`src/rtl/pwm_seq_pkg.sv`:
```
// pwm_seq_pkg: state encodings and shared constants for the PWM soft-start sequencer
package pwm_seq_pkg;
    typedef enum logic [2:0] {
        S_IDLE    = 3'd0,
        S_ARM     = 3'd1,
        S_RAMP    = 3'd2,
        S_RUN     = 3'd3,
        S_COOL    = 3'd4,
        S_LOCKOUT = 3'd5
    } state_t;
    localparam int unsigned EFF_MIN = 1;
endpackage

```
`src/rtl/pwm_step_timer.sv`:
```
// pwm_step_timer: divider counter with terminal count at an effective (zero-as-one) divide value
module pwm_step_timer
    import pwm_seq_pkg::*;
#(
    parameter int DIV_W = 16
) (
    input  logic             clk,
    input  logic             rst_n,
    input  logic             i_inc,
    input  logic             i_clr,
    input  logic [DIV_W-1:0] i_div,
    output logic             o_tc
);
    logic [DIV_W-1:0] r_cnt;
    logic [DIV_W-1:0] w_eff;
    assign w_eff = (i_div == '0) ? DIV_W'(EFF_MIN) : i_div;
    assign o_tc  = i_inc && (r_cnt == w_eff - 1'b1);
    always_ff @(posedge clk or negedge rst_n)
        if (!rst_n)
            r_cnt <= '0;
        else if (i_clr)
            r_cnt <= '0;
        else if (i_inc)
            r_cnt <= o_tc ? '0 : r_cnt + 1'b1;
endmodule

```
`src/rtl/pwm_soft_start_seq.sv`:
```
// pwm_soft_start_seq: per-channel soft-start ramp, fault cool-down/retry and lockout sequencer
module pwm_soft_start_seq
    import pwm_seq_pkg::*;
#(
    parameter int PWM_W     = 8,
    parameter int DIV_W     = 16,
    parameter int RETRY_MAX = 3,
    parameter int RTY_W     = 2
) (
    input  logic             wb_clk_i,
    input  logic             RESET_n,
    input  logic             ENABLE,
    input  logic [PWM_W-1:0] TARGET_PWM,
    input  logic [3:0]       STEP_SIZE,
    input  logic [DIV_W-1:0] STEP_DIV,
    input  logic [DIV_W-1:0] COOL_DIV,
    input  logic             CLR_LOCKOUT,
    input  logic             CYCLE,
    input  logic             FAULT_DETECT,
    output logic             DRV_RESET_n,
    output logic [PWM_W-1:0] DRV_PWM,
    output logic [2:0]       STATE,
    output logic             AT_TARGET,
    output logic             LOCKOUT,
    output logic [RTY_W-1:0] RETRY_CNT,
    output logic             FAULT_IRQ
);
    state_t           r_state;
    logic [PWM_W-1:0] r_pwm;
    logic             r_rst_n, r_at, r_lock, r_irq;
    logic [RTY_W-1:0] r_retry;
    logic             w_step_tc, w_cool_tc, w_active, w_fault, w_disable;
    logic [3:0]       w_ss;
    logic [PWM_W:0]   w_sum;
    logic [PWM_W-1:0] w_step;
    logic [RTY_W-1:0] w_retry_inc;

    pwm_step_timer #(.DIV_W(DIV_W)) u_step (
        .clk(wb_clk_i), .rst_n(RESET_n),
        .i_inc(r_state == S_RAMP && CYCLE), .i_clr(r_state != S_RAMP),
        .i_div(STEP_DIV), .o_tc(w_step_tc)
    );
    pwm_step_timer #(.DIV_W(DIV_W)) u_cool (
        .clk(wb_clk_i), .rst_n(RESET_n),
        .i_inc(r_state == S_COOL), .i_clr(r_state != S_COOL),
        .i_div(COOL_DIV), .o_tc(w_cool_tc)
    );

    assign w_active    = r_state == S_ARM || r_state == S_RAMP || r_state == S_RUN;
    assign w_fault     = FAULT_DETECT && w_active;
    assign w_disable   = !ENABLE && (w_active || r_state == S_COOL);
    assign w_retry_inc = r_retry + 1'b1;
    assign w_ss        = (STEP_SIZE == 4'd0) ? 4'(EFF_MIN) : STEP_SIZE;
    // Extra sum bit keeps the saturation compare correct near full scale
    assign w_sum       = (PWM_W+1)'(r_pwm) + (PWM_W+1)'(w_ss);
    assign w_step      = (w_sum > (PWM_W+1)'(TARGET_PWM)) ? TARGET_PWM : w_sum[PWM_W-1:0];

    always_ff @(posedge wb_clk_i or negedge RESET_n)
        if (!RESET_n) begin
            r_state <= S_IDLE;
            r_pwm   <= '0;
            r_rst_n <= 1'b0;
            r_at    <= 1'b0;
            r_lock  <= 1'b0;
            r_retry <= '0;
            r_irq   <= 1'b0;
        end else begin
            r_irq <= 1'b0;
            if (w_fault) begin
                r_irq   <= 1'b1;
                r_retry <= w_retry_inc;
                r_pwm   <= '0;
                r_rst_n <= 1'b0;
                r_at    <= 1'b0;
                r_lock  <= w_retry_inc == RTY_W'(RETRY_MAX);
                r_state <= (w_retry_inc == RTY_W'(RETRY_MAX)) ? S_LOCKOUT : S_COOL;
            end else if (w_disable) begin
                r_state <= S_IDLE;
                r_retry <= '0;
                r_pwm   <= '0;
                r_rst_n <= 1'b0;
                r_at    <= 1'b0;
            end else begin
                if (CLR_LOCKOUT)
                    r_retry <= '0;
                case (r_state)
                    S_IDLE:
                        if (ENABLE) begin
                            r_state <= S_ARM;
                            r_rst_n <= 1'b1;
                        end
                    S_ARM:
                        if (CYCLE)
                            r_state <= S_RAMP;
                    S_RAMP:
                        if (CYCLE && TARGET_PWM <= r_pwm) begin
                            r_pwm   <= TARGET_PWM;
                            r_state <= S_RUN;
                            r_at    <= 1'b1;
                        end else if (w_step_tc) begin
                            r_pwm <= w_step;
                            if (w_step == TARGET_PWM) begin
                                r_state <= S_RUN;
                                r_at    <= 1'b1;
                            end
                        end
                    S_RUN:
                        if (TARGET_PWM > r_pwm) begin
                            r_state <= S_RAMP;
                            r_at    <= 1'b0;
                        end else if (CYCLE && TARGET_PWM < r_pwm)
                            r_pwm <= TARGET_PWM;
                    S_COOL:
                        if (w_cool_tc) begin
                            r_state <= ENABLE ? S_ARM : S_IDLE;
                            r_rst_n <= ENABLE;
                        end
                    S_LOCKOUT:
                        if (CLR_LOCKOUT) begin
                            r_state <= S_IDLE;
                            r_lock  <= 1'b0;
                        end
                    default: begin
                        r_state <= S_IDLE;
                        r_pwm   <= '0;
                        r_rst_n <= 1'b0;
                        r_at    <= 1'b0;
                        r_lock  <= 1'b0;
                    end
                endcase
            end
        end

    assign DRV_RESET_n = r_rst_n;
    assign DRV_PWM     = r_pwm;
    assign STATE       = r_state;
    assign AT_TARGET   = r_at;
    assign LOCKOUT     = r_lock;
    assign RETRY_CNT   = r_retry;
    assign FAULT_IRQ   = r_irq;
endmodule
```
`config.mk`:
```
export PLATFORM = sky130hd
export DESIGN_NAME = pwm_soft_start_seq
export DESIGN_NICKNAME = d
export VERILOG_FILES = /design/src/rtl/pwm_seq_pkg.sv /design/src/rtl/pwm_step_timer.sv /design/src/rtl/pwm_soft_start_seq.sv
export SDC_FILE = /design/constraint.sdc
export NUM_CORES = 1
export LEC_CHECK = 0
export BUFFER_PORTS_ARGS = -buffer_cell sky130_fd_sc_hd__buf_4
export CORE_MARGIN = 2
export CORE_UTILIZATION = 53
export DETAILED_ROUTE_END_ITERATION = 10
export PLACE_DENSITY = 0.78
export SKIP_CTS_REPAIR_TIMING = 1
export SKIP_LAST_GASP = 1
export SYNTH_ARGS = -nofsm -noshare
export SYNTH_HDL_FRONTEND = slang
export SYNTH_SLANG_ARGS = --single-unit
```
`constraint.sdc`:
```
create_clock -name wb_clk_i -period 4.7 [get_ports wb_clk_i]
set_clock_uncertainty 0.15 [all_clocks]
set_input_delay 0.94 -clock wb_clk_i [delete_from_list [all_inputs] [get_ports wb_clk_i]]
set_output_delay 0.94 -clock wb_clk_i [all_outputs]
set_load 0.005 [all_outputs]
```
==> impl_metrics.env, run 1 <==
export IMPL_n_fill_cell=659
export IMPL_ant_nets=0
export IMPL_ys_seq_elements=49
export IMPL_worstSetupPathType="in2reg"
export IMPL_timing_final_crit_share_pct=97.74
export IMPL_hold_viol_final=0
export IMPL_syn_nets=637
export IMPL_first_pass_iters=7
export IMPL_layout_drive_gt1_share_pct=23.21
export IMPL_clk_latency_ps=290
export IMPL_p_leak_nw=2.636
export IMPL_startpoint="STEP_DIV[7]"
export IMPL_setup_violations_final=0
export IMPL_grt_max_degree=50
export IMPL_timing_hold_ws_ps=352.9
export IMPL_initial_core_util_pct=55.47
export IMPL_fp_dieH_um=97.20
export IMPL_post_dp_hpwl_um=9064
export IMPL_ys_seq_area_share_pct=26.64
export IMPL_routedWlPerCell_um=15.13
export IMPL_end_kind="flip-flop"
export IMPL_worst_path_max_fanout=4
export IMPL_tightest_slew_ps=639.0
export IMPL_io_pins=67
export IMPL_rows=33
export IMPL_r2r_start="DRV_PWM[0]$_DFFE_PN0P_"
export IMPL_grt_pass1_vias=4545
export IMPL_start_kind="primary input"
export IMPL_async_flop_share_pct=100.0
export IMPL_clock_sinks=49
export IMPL_synth_main_ff_cell="dfrtp_1"
export IMPL_cts_root_buf="clkbuf_8"
export IMPL_portBuffers=66
export IMPL_finalMaxSlewViolations=0
export IMPL_path_buf_inv=3
export IMPL_yosysTopAreaCell="dfrtp_1"
export IMPL_synth_cell_type_count=64
export IMPL_min_path_type="reg2reg"
export IMPL_diodes=0
export IMPL_grt_usage_pct=24.16
export IMPL_layoutNonFillerInstCount=760
export IMPL_grt_first_pass_wirelength_um=19710
export IMPL_clockBufferDepth=2
export IMPL_ys_warn_count=0
export IMPL_core_area_um2=8299
export IMPL_cp_cell_sequence="buf_4 -> or4_4 -> or3_4 -> nor3_4 -> nor2_1 -> ha_2 -> or3b_4 -> buf_4 -> nor3_1 -> nor3_1 -> o311ai_1 -> or4_4 -> or3_4 -> a21oi_4 -> buf_4 -> mux2_4"
export IMPL_syn_inst=561
export IMPL_fmax_mhz=217.7
export IMPL_fin_crit_ps=4594
export IMPL_min_from="AT_TARGET$_DFFE_PN0P_"
export IMPL_h_tree_depth=2
export IMPL_worstPathRequired_ps=4740
export IMPL_dp_cells=750
export IMPL_worstPathArrival_ps=4630
export IMPL_layout_commonest_cell="buf_4"
export IMPL_seq_area_um2=1226
export IMPL_layout_common_cells="buf_4 (107), nor2_1 (57), dfrtp_1 (49)"
export IMPL_yosys_top_cells_area="dfrtp_1 (27%), ha_1 (6.8%), xnor2_1 (6.7%), xor2_1 (4.8%), nor2_1 (4.6%)"
export IMPL_cpMaxStageDelayCell="or4_4"
export IMPL_powerDensity_nw_per_um2=255.8
export IMPL_syn_area_um2=4603
export IMPL_vdd_drop_max_mv=0.1656
export IMPL_cpMostUsedCell="buf_4"
export IMPL_multi_input_area_um2=3272
export IMPL_antenna_found_initial=0
export IMPL_outcome="finished, final reports clean"
export IMPL_fin_setup_tns_ps=0
export IMPL_maxCapViolations=0
export IMPL_place_gp_congestion=0.8674
export IMPL_areaGrowthSynthToFinish_pct=24.54
export IMPL_postSynthAreaPerCell_um2=8.205
export IMPL_nets=730
export IMPL_numCtsBuffers=5
export IMPL_drc=0
export IMPL_routed_wirelength_um=11500
export IMPL_vias=4584
export IMPL_die_x_um=97.20
export IMPL_grt_overflow_total=0
export IMPL_synth_edf_count=0
export IMPL_max_stage_delay_ps=530
export IMPL_drtIter0Drc=211
export IMPL_tritoncts="built"
export IMPL_avgViaCountPerCell=6.032
export IMPL_utilization_pct=69.08
export IMPL_yosysTopAreaCellShare_pct=26.64
export IMPL_relSlewSlack_pct=57.27
export IMPL_dieArea_um2=9447
export IMPL_crit_family="simple AND/OR/NAND/NOR gates"
export IMPL_clk_pin_slew_ps=90
-- worst register-to-register path: cells and delay by family (launching register included) --
kind	cells	cell delay (ps)
compound gates	9	1640
xor+xnor	1	200
fa+ha+maj	3	870
buf+inv	3	430
flops	1	440
simple gates	2	120
-- synthesized netlist by cell type (3+ instances only) --
cell / count
a2111oi_0: 5
xor2_1: 25
nand4_1: 5
o211ai_1: 3
nand3_1: 20
o32ai_1: 4
xnor2_1: 35
or2_2: 4
nor4_1: 11
a21oi_1: 16
mux2i_1: 10
or4_1: 12
nor2_1: 57
clkbuf_1: 19
mux2_4: 4
buf_2: 5
ha_1: 25
or3_1: 7
a211oi_1: 6
a221oi_1: 3
o21ai_0: 29
nor2b_1: 8
nor3_1: 21
nand2_1: 33
a31oi_1: 3
a41oi_1: 3
nor3b_1: 12
and3_1: 16
a21o_1: 20
o31ai_1: 5
a22oi_1: 3
o31a_1: 3
inv_1: 33
o221ai_1: 3
dfrtp_1: 49
nand2b_1: 6
-- sequential cells by signal, summed over array words and instances (netlist names) --
register,cells
AT_TARGET,1
DRV_PWM,8
DRV_RESET_n,1
FAULT_IRQ,1
LOCKOUT,1
RETRY_CNT,2
STATE,3
u_cool.r_cnt,16
u_step.r_cnt,16
-- routing by layer --
layer / GRT usage (%) / up-vias / wire [µm]
met5: 0 / - / 0
met4: 5.092 / 0 / 161
met3: 3.022 / 25 / 556
met2: 44.44 / 131 / 5966
met1: 30.26 / 2186 / 4813
li1: - / 2242 / -
-- path summary, 6_finish.rpt --
kind / slack, ps / depth (start not counted) / endpoint
setup / recovery: 110 / 16 / DRV_PWM[4]$_DFFE_PN0P_
hold / removal: 350 / 2 / AT_TARGET$_DFFE_PN0P_
setup reg to reg: 730 / 18 / DRV_PWM[7]$_DFFE_PN0P_
hold reg to reg: 350 / 2 / AT_TARGET$_DFFE_PN0P_
max in group asynchronous: 3470 / 1 / u_cool.r_cnt[10]$_DFF_PN0_
min in group asynchronous: 490 / 1 / FAULT_IRQ$_DFF_PN0_
-- cell type report --
class	count	share of cell area, %
timing repair buffer	110	15.06
tap	105	2.292
multi-input combinational	455	57.07
sequential	49	21.39
inverter	33	2.161
clock inverter	1	0.5238
clock buffer	7	1.506
-- report_power, final --
part	total (W)	switching (W)	leakage, nW	internal, W
registers	0.000512	0.0000567	0.677	0.000455
clock network	0.000314	0.000140	0.0585	0.000174
logic	0.000641	0.000318	1.90	0.000323
total	0.00147	0.000515	2.64	0.000952
-- stage by stage --
step | worst slack, ps | instance area, µm² | total power, W
after floorplan | -164.8 | 4700 | 0.0008734
after global placement | -129.6 | 5548 | 0.001085
after detailed placement | -187.8 | 5548 | 0.001108
after CTS | 129.9 | 5664 | 0.001426
after global routing | -19.74 | 5733 | 0.001561
final | 106.4 | 5733 | 0.001466
-- kinds of logic after synthesis --
| kind of cell | share of synthesized area [%] |
|---|---|
| mux | 3.969 |
| xor+xnor | 11.42 |
| buf+inv | 4.784 |
| flops | 26.64 |
| compound gates | 20.12 |
| simple gates | 25.85 |
| fa+ha+maj | 7.230 |
Power figures use the tool's default switching activity.
==> inputs of run 2 (changes only) <==
CORE_UTILIZATION = 59   (was 53)
PLACE_DENSITY = 0.82   (was 0.78)
clock period = 5.1 ns   (was 4.7 ns; I/O delays follow)
==> run 2 against run 1 <==
Net effect: first-iteration DRC count up 8.1%; power down 18%; design area down 6.0%; worst hold slack worse by 2.4 ps; die area down 9.8%; largest power group unchanged.
==> impl_metrics.env, run 2 (synthesis gave the netlist of run 1 again) <==
export IMPL_crit_family="compound AO/OA/AOI/OAI gates"
export IMPL_busiest_layer="met2"
export IMPL_grtUsageMet2_pct=45.13
export IMPL_setup_ws_ps=245.4
export IMPL_antenna_found_initial=0
export IMPL_cpMostUsedCell="a21o_1"
export IMPL_avgViaCountPerCell=6.049
export IMPL_clk_pin_slew_ps=90
export IMPL_io_pins=67
export IMPL_hold_viol_final=0
export IMPL_numCtsBuffers=5
export IMPL_routed_wirelength_um=11140
export IMPL_fmax_mhz=206.0
export IMPL_diodes=0
export IMPL_clk_latency_ps=300
export IMPL_first_pass_iters=4
export IMPL_cts_root_buf="clkbuf_8"
export IMPL_fp_dieH_um=92.33
export IMPL_min_path_type="reg2reg"
export IMPL_vias=4404
export IMPL_portBuffers=66
export IMPL_endpoint="DRV_PWM[1]$_DFFE_PN0P_"
export IMPL_seq_area_um2=1226
export IMPL_ant_nets=0
export IMPL_powerDensity_nw_per_um2=223.7
export IMPL_power_w=0.001205
export IMPL_outcome="finished, final reports clean"
export IMPL_rows=32
export IMPL_n_fill_cell=636
export IMPL_tritoncts="built"
export IMPL_grt_overflow_total=0
export IMPL_die_x_um=92.33
export IMPL_worstRegToRegCells=17
export IMPL_nets=701
export IMPL_r2r_start="DRV_PWM[0]$_DFFE_PN0P_"
export IMPL_h_tree_depth=2
export IMPL_routedWlPerCell_um=15.30
export IMPL_vdd_drop_max_mv=0.1230
export IMPL_p_leak_nw=2.442
export IMPL_timing_final_crit_share_pct=95.19
export IMPL_start_kind="primary input"
export IMPL_clockBufferDepth=2
export IMPL_core_area_um2=7647
export IMPL_clock_sinks=49
export IMPL_place_gp_congestion=0.9897
export IMPL_cp_cell_sequence="buf_4 -> nor3_1 -> or2_2 -> ha_1 -> fa_1 -> a21o_1 -> a21oi_4 -> nor3_1 -> xnor2_1 -> inv_1 -> ha_1 -> a21o_1 -> a21o_1 -> a2111oi_4 -> o32ai_2 -> a211oi_2 -> buf_12 -> mux2i_1 -> nor2_1 -> mux2_4"
export IMPL_startpoint="STEP_SIZE[1]"
export IMPL_setup_violations_final=0
export IMPL_drc=0
export IMPL_drtIter0Drc=228
export IMPL_multi_input_area_um2=3208
export IMPL_grt_usage_pct=27.07
export IMPL_rsz0062_at_grt="false"
export IMPL_regToRegEndpoint="DRV_PWM[1]$_DFFE_PN0P_"
export IMPL_fin_crit_ps=4855
export IMPL_worstPathArrival_ps=4900
export IMPL_areaGrowthSynthToFinish_pct=17.02
export IMPL_use_met3_pct=3.011
export IMPL_tightest_slew_ps=723.6
export IMPL_maxCapViolations=0
export IMPL_worstSetupPathType="in2reg"
export IMPL_finalMaxSlewViolations=0
export IMPL_post_dp_hpwl_um=8942
export IMPL_grt_pass1_vias=4169
export IMPL_grt_max_degree=50
export IMPL_layout_drive_gt1_share_pct=17.25
export IMPL_worst_path_max_fanout=13
export IMPL_layout_commonest_cell="buf_4"
export IMPL_path_buf_inv=3
export IMPL_initial_core_util_pct=60.19
export IMPL_worstPathRequired_ps=5140
export IMPL_end_kind="flip-flop"
export IMPL_max_stage_delay_ps=400
export IMPL_reg2reg_slack_ps=910
export IMPL_layout_common_cells="buf_4 (80), nor2_1 (57), dfrtp_1 (49)"
export IMPL_crit_cells=20
export IMPL_relSlewSlack_pct=51.62
export IMPL_dieArea_um2=8525
export IMPL_dp_slack_ps=-65.34
export IMPL_grtUsageMet1_pct=38.08
export IMPL_grt_first_pass_wirelength_um=19150
export IMPL_cpMaxStageDelayCell="fa_1"
run 2: routing by layer:
metal | wire (µm) | up-vias
met5 | 0 | -
met4 | 116 | 0
met3 | 492 | 11
met2 | 5476 | 114
met1 | 5052 | 2092
li1 | - | 2187
run 2: layout make-up:
class,instances,area share [%]
clock buffers,8,1.487
inverters,33,2.300
flip-flops and latches,49,22.76
repair buffers,81,11.52
well taps,102,2.369
multi-input cells,455,59.56
run 2: stage by stage:
stage	hold WS (ps)	utilization, %	instance area (µm²)	TNS (ps)	instances
2_1_floorplan	319.9	-	4654	0	561
3_3_place_gp	330.9	69.39	5306	0	720
3_5_place_dp	337.4	69.39	5306	-143.4	720
4_1_cts	357.8	70.44	5386	0	728
5_1_grt	384.6	70.44	5386	0	728
6_report	350.5	70.44	5386	0	728
run 2: worst min-delay path by stage:
stage | startpoint | endpoint | slack [ps] | cells past startpoint
detailed placement | DRV_RESET_n$_DFFE_PN0P_ | DRV_RESET_n$_DFFE_PN0P_ | 340 | 1
CTS | DRV_RESET_n$_DFFE_PN0P_ | DRV_RESET_n$_DFFE_PN0P_ | 360 | 1
floorplan | AT_TARGET$_DFFE_PN0P_ | AT_TARGET$_DFFE_PN0P_ | 320 | 2
global placement | AT_TARGET$_DFFE_PN0P_ | AT_TARGET$_DFFE_PN0P_ | 330 | 2
global route | AT_TARGET$_DFFE_PN0P_ | AT_TARGET$_DFFE_PN0P_ | 380 | 2
finish | DRV_RESET_n$_DFFE_PN0P_ | DRV_RESET_n$_DFFE_PN0P_ | 350 | 1
run 2: worst register-to-register path: cells and delay by family (launching register included):
| family | cells | cell delay (ps) |
|---|---|---|
| AOI/OAI and AO/OA | 7 | 1460 |
| xor gates and xnor gates | 1 | 220 |
| adders and majority gates | 3 | 950 |
| buffers and inverters | 2 | 250 |
| DFF | 1 | 440 |
| muxes | 2 | 480 |
| and+or+nand+nor | 2 | 140 |
run 2: power by group:
group          total (W)  leakage, nW  internal, W  switching, W
clock network   0.000222       0.0395    0.0000978      0.000124
registers       0.000473        0.677     0.000419     0.0000543
logic           0.000510         1.73     0.000240      0.000270
==> inputs of run 3 (changes only) <==
SETUP_SLACK_MARGIN = 0.3   (was unset)
==> run 3 against run 2 <==
Net effect: core utilization up 1.0 points; flip-flop and latch count unchanged; via count up 0.48%; die area unchanged; cell count up 0.14%; largest cell class unchanged; highest routed layer unchanged.
==> impl_metrics.env, run 3 (synthesis gave the netlist of run 1 again) <==
export IMPL_outcome="finished, final reports clean"
export IMPL_p_leak_nw=2.476
export IMPL_layout_drive_gt1_share_pct=19.14
export IMPL_place_gp_congestion=0.8831
export IMPL_hold_viol_final=0
export IMPL_max_stage_delay_ps=350
export IMPL_ant_nets=0
export IMPL_portBuffers=66
export IMPL_tightest_slew_ps=670.1
export IMPL_grt_first_pass_wirelength_um=18890
export IMPL_relSlewSlack_pct=55.19
export IMPL_areaGrowthSynthToFinish_pct=18.73
export IMPL_setup_violations_final=0
export IMPL_vias=4425
export IMPL_path_buf_inv=3
export IMPL_tritoncts="built"
export IMPL_routed_wirelength_um=11050
export IMPL_die_x_um=92.33
export IMPL_grt_usage_pct=26.68
export IMPL_finalMaxSlewViolations=0
export IMPL_core_area_um2=7647
export IMPL_initial_core_util_pct=60.19
export IMPL_rows=32
export IMPL_rsz0062_at_grt="true"
export IMPL_cp_cell_sequence="buf_4 -> nor3_1 -> or2_2 -> ha_4 -> fa_2 -> a21o_1 -> a21oi_4 -> nor3_1 -> xnor2_1 -> inv_1 -> ha_4 -> a21o_1 -> a21o_1 -> a2111oi_4 -> o32ai_2 -> a211oi_2 -> buf_6 -> mux2i_1 -> nor2_1 -> mux2_4"
export IMPL_worstSetupPathType="in2reg"
export IMPL_worstPathArrival_ps=4710
export IMPL_layout_commonest_cell="buf_4"
export IMPL_h_tree_depth=2
export IMPL_diodes=0
export IMPL_min_path_type="reg2reg"
export IMPL_timing_hold_ws_ps=335.9
export IMPL_grt_overflow_total=0
export IMPL_worstPathRequired_ps=5150
export IMPL_crit_cells=20
export IMPL_clk_latency_ps=300
export IMPL_layout_common_cells="buf_4 (80), nor2_1 (57), dfrtp_1 (49)"
export IMPL_clockBufferDepth=2
export IMPL_io_pins=67
export IMPL_fp_dieH_um=92.33
export IMPL_end_kind="flip-flop"
export IMPL_fin_setup_tns_ps=0
export IMPL_vdd_drop_max_mv=0.1581
export IMPL_nets=703
export IMPL_crit_family="compound AO/OA/AOI/OAI gates"
export IMPL_drtIter0Drc=159
export IMPL_cpMostUsedCell="a21o_1"
export IMPL_powerDensity_nw_per_um2=226.5
export IMPL_maxCapViolations=0
export IMPL_timing_final_crit_share_pct=91.47
export IMPL_drc=0
export IMPL_avgViaCountPerCell=6.070
export IMPL_grt_pass1_vias=4250
export IMPL_grt_max_degree=50
export IMPL_worstRegToRegCells=17
export IMPL_numCtsBuffers=5
export IMPL_start_kind="primary input"
export IMPL_routedWlPerCell_um=15.15
export IMPL_post_dp_hpwl_um=8619
export IMPL_clk_pin_slew_ps=80
export IMPL_antenna_found_initial=0
export IMPL_first_pass_iters=5
export IMPL_clock_sinks=49
export IMPL_cts_root_buf="clkbuf_8"
export IMPL_worstHoldPathCells=2
export IMPL_cpMaxStageDelayCell="fa_2"
export IMPL_fin_crit_ps=4665
export IMPL_fmax_mhz=214.4
export IMPL_worst_path_max_fanout=5
export IMPL_dieArea_um2=8525
-- run 3: cell count changes in the layout (fill, tap and decap cells not counted), sizes merged --
cell / previous run / this run
clkbuf: 8 / 7
buf: 81 / 83
-- run 3: power by group --
group | internal, W | leakage (nW) | switching [W]
registers | 0.000419 | 0.677 | 0.0000528
clock network | 0.000108 | 0.0443 | 0.000124
logic | 0.000257 | 1.76 | 0.000277
-- run 3: final timing paths --
path / end / slack [ps] / startpoint
setup reg to reg: DRV_PWM[0]$_DFFE_PN0P_ / 1080 / DRV_PWM[0]$_DFFE_PN0P_
hold / removal: AT_TARGET$_DFFE_PN0P_ / 340 / AT_TARGET$_DFFE_PN0P_
min in group asynchronous: u_cool.r_cnt[15]$_DFF_PN0_ / 570 / RESET_n
setup / recovery: DRV_PWM[0]$_DFFE_PN0P_ / 440 / STEP_SIZE[1]
max in group asynchronous: u_step.r_cnt[15]$_DFFE_PN0P_ / 3790 / RESET_n
hold reg to reg: AT_TARGET$_DFFE_PN0P_ / 340 / AT_TARGET$_DFFE_PN0P_
-- run 3: worst register-to-register path: stages, from the launching register on --
cell and delay, ps:
dfrtp_1 470, ha_4 210, fa_2 350, a21o_1 220
a21oi_4 160, nor3_1 70, xnor2_1 210, inv_1 110
ha_4 220, a21o_1 170, a21o_1 210, a2111oi_4 240
o32ai_2 170, a211oi_2 230, buf_6 170, mux2i_1 220
nor2_1 80, mux2_4 270
-- run 3: cell type report --
class	count	area [µm²]
tap	102	127.6
inverter	33	123.9
timing repair buffer	83	636.9
fill	625	2182
sequential	49	1226
multi-input combinational	455	3264
clock buffer	7	86.33
-- run 3: per-layer routing --
metal  vias to the layer above  GRT usage [%]  share of wire [%]
met1                      2143          33.94                 43
met4                         0          6.592                1.2
li1                       2185              -                  -
met5                         -              0                  0
met3                        13          2.604                3.2
met2                        84          48.60                 52
-- run 3: per-stage QoR --
stage	cell area (µm²)	util, %	worst slack [ps]	instances	power (W)
floorplan	4698	-	155.2	561	0.0008048
global placement	5306	69.39	123.5	717	0.0009593
detailed placement	5306	69.39	74.34	717	0.0009745
CTS	5393	70.52	396.6	724	0.001210
global route	5465	71.47	266.9	729	0.001321
finish	5465	71.47	435.2	729	0.001238
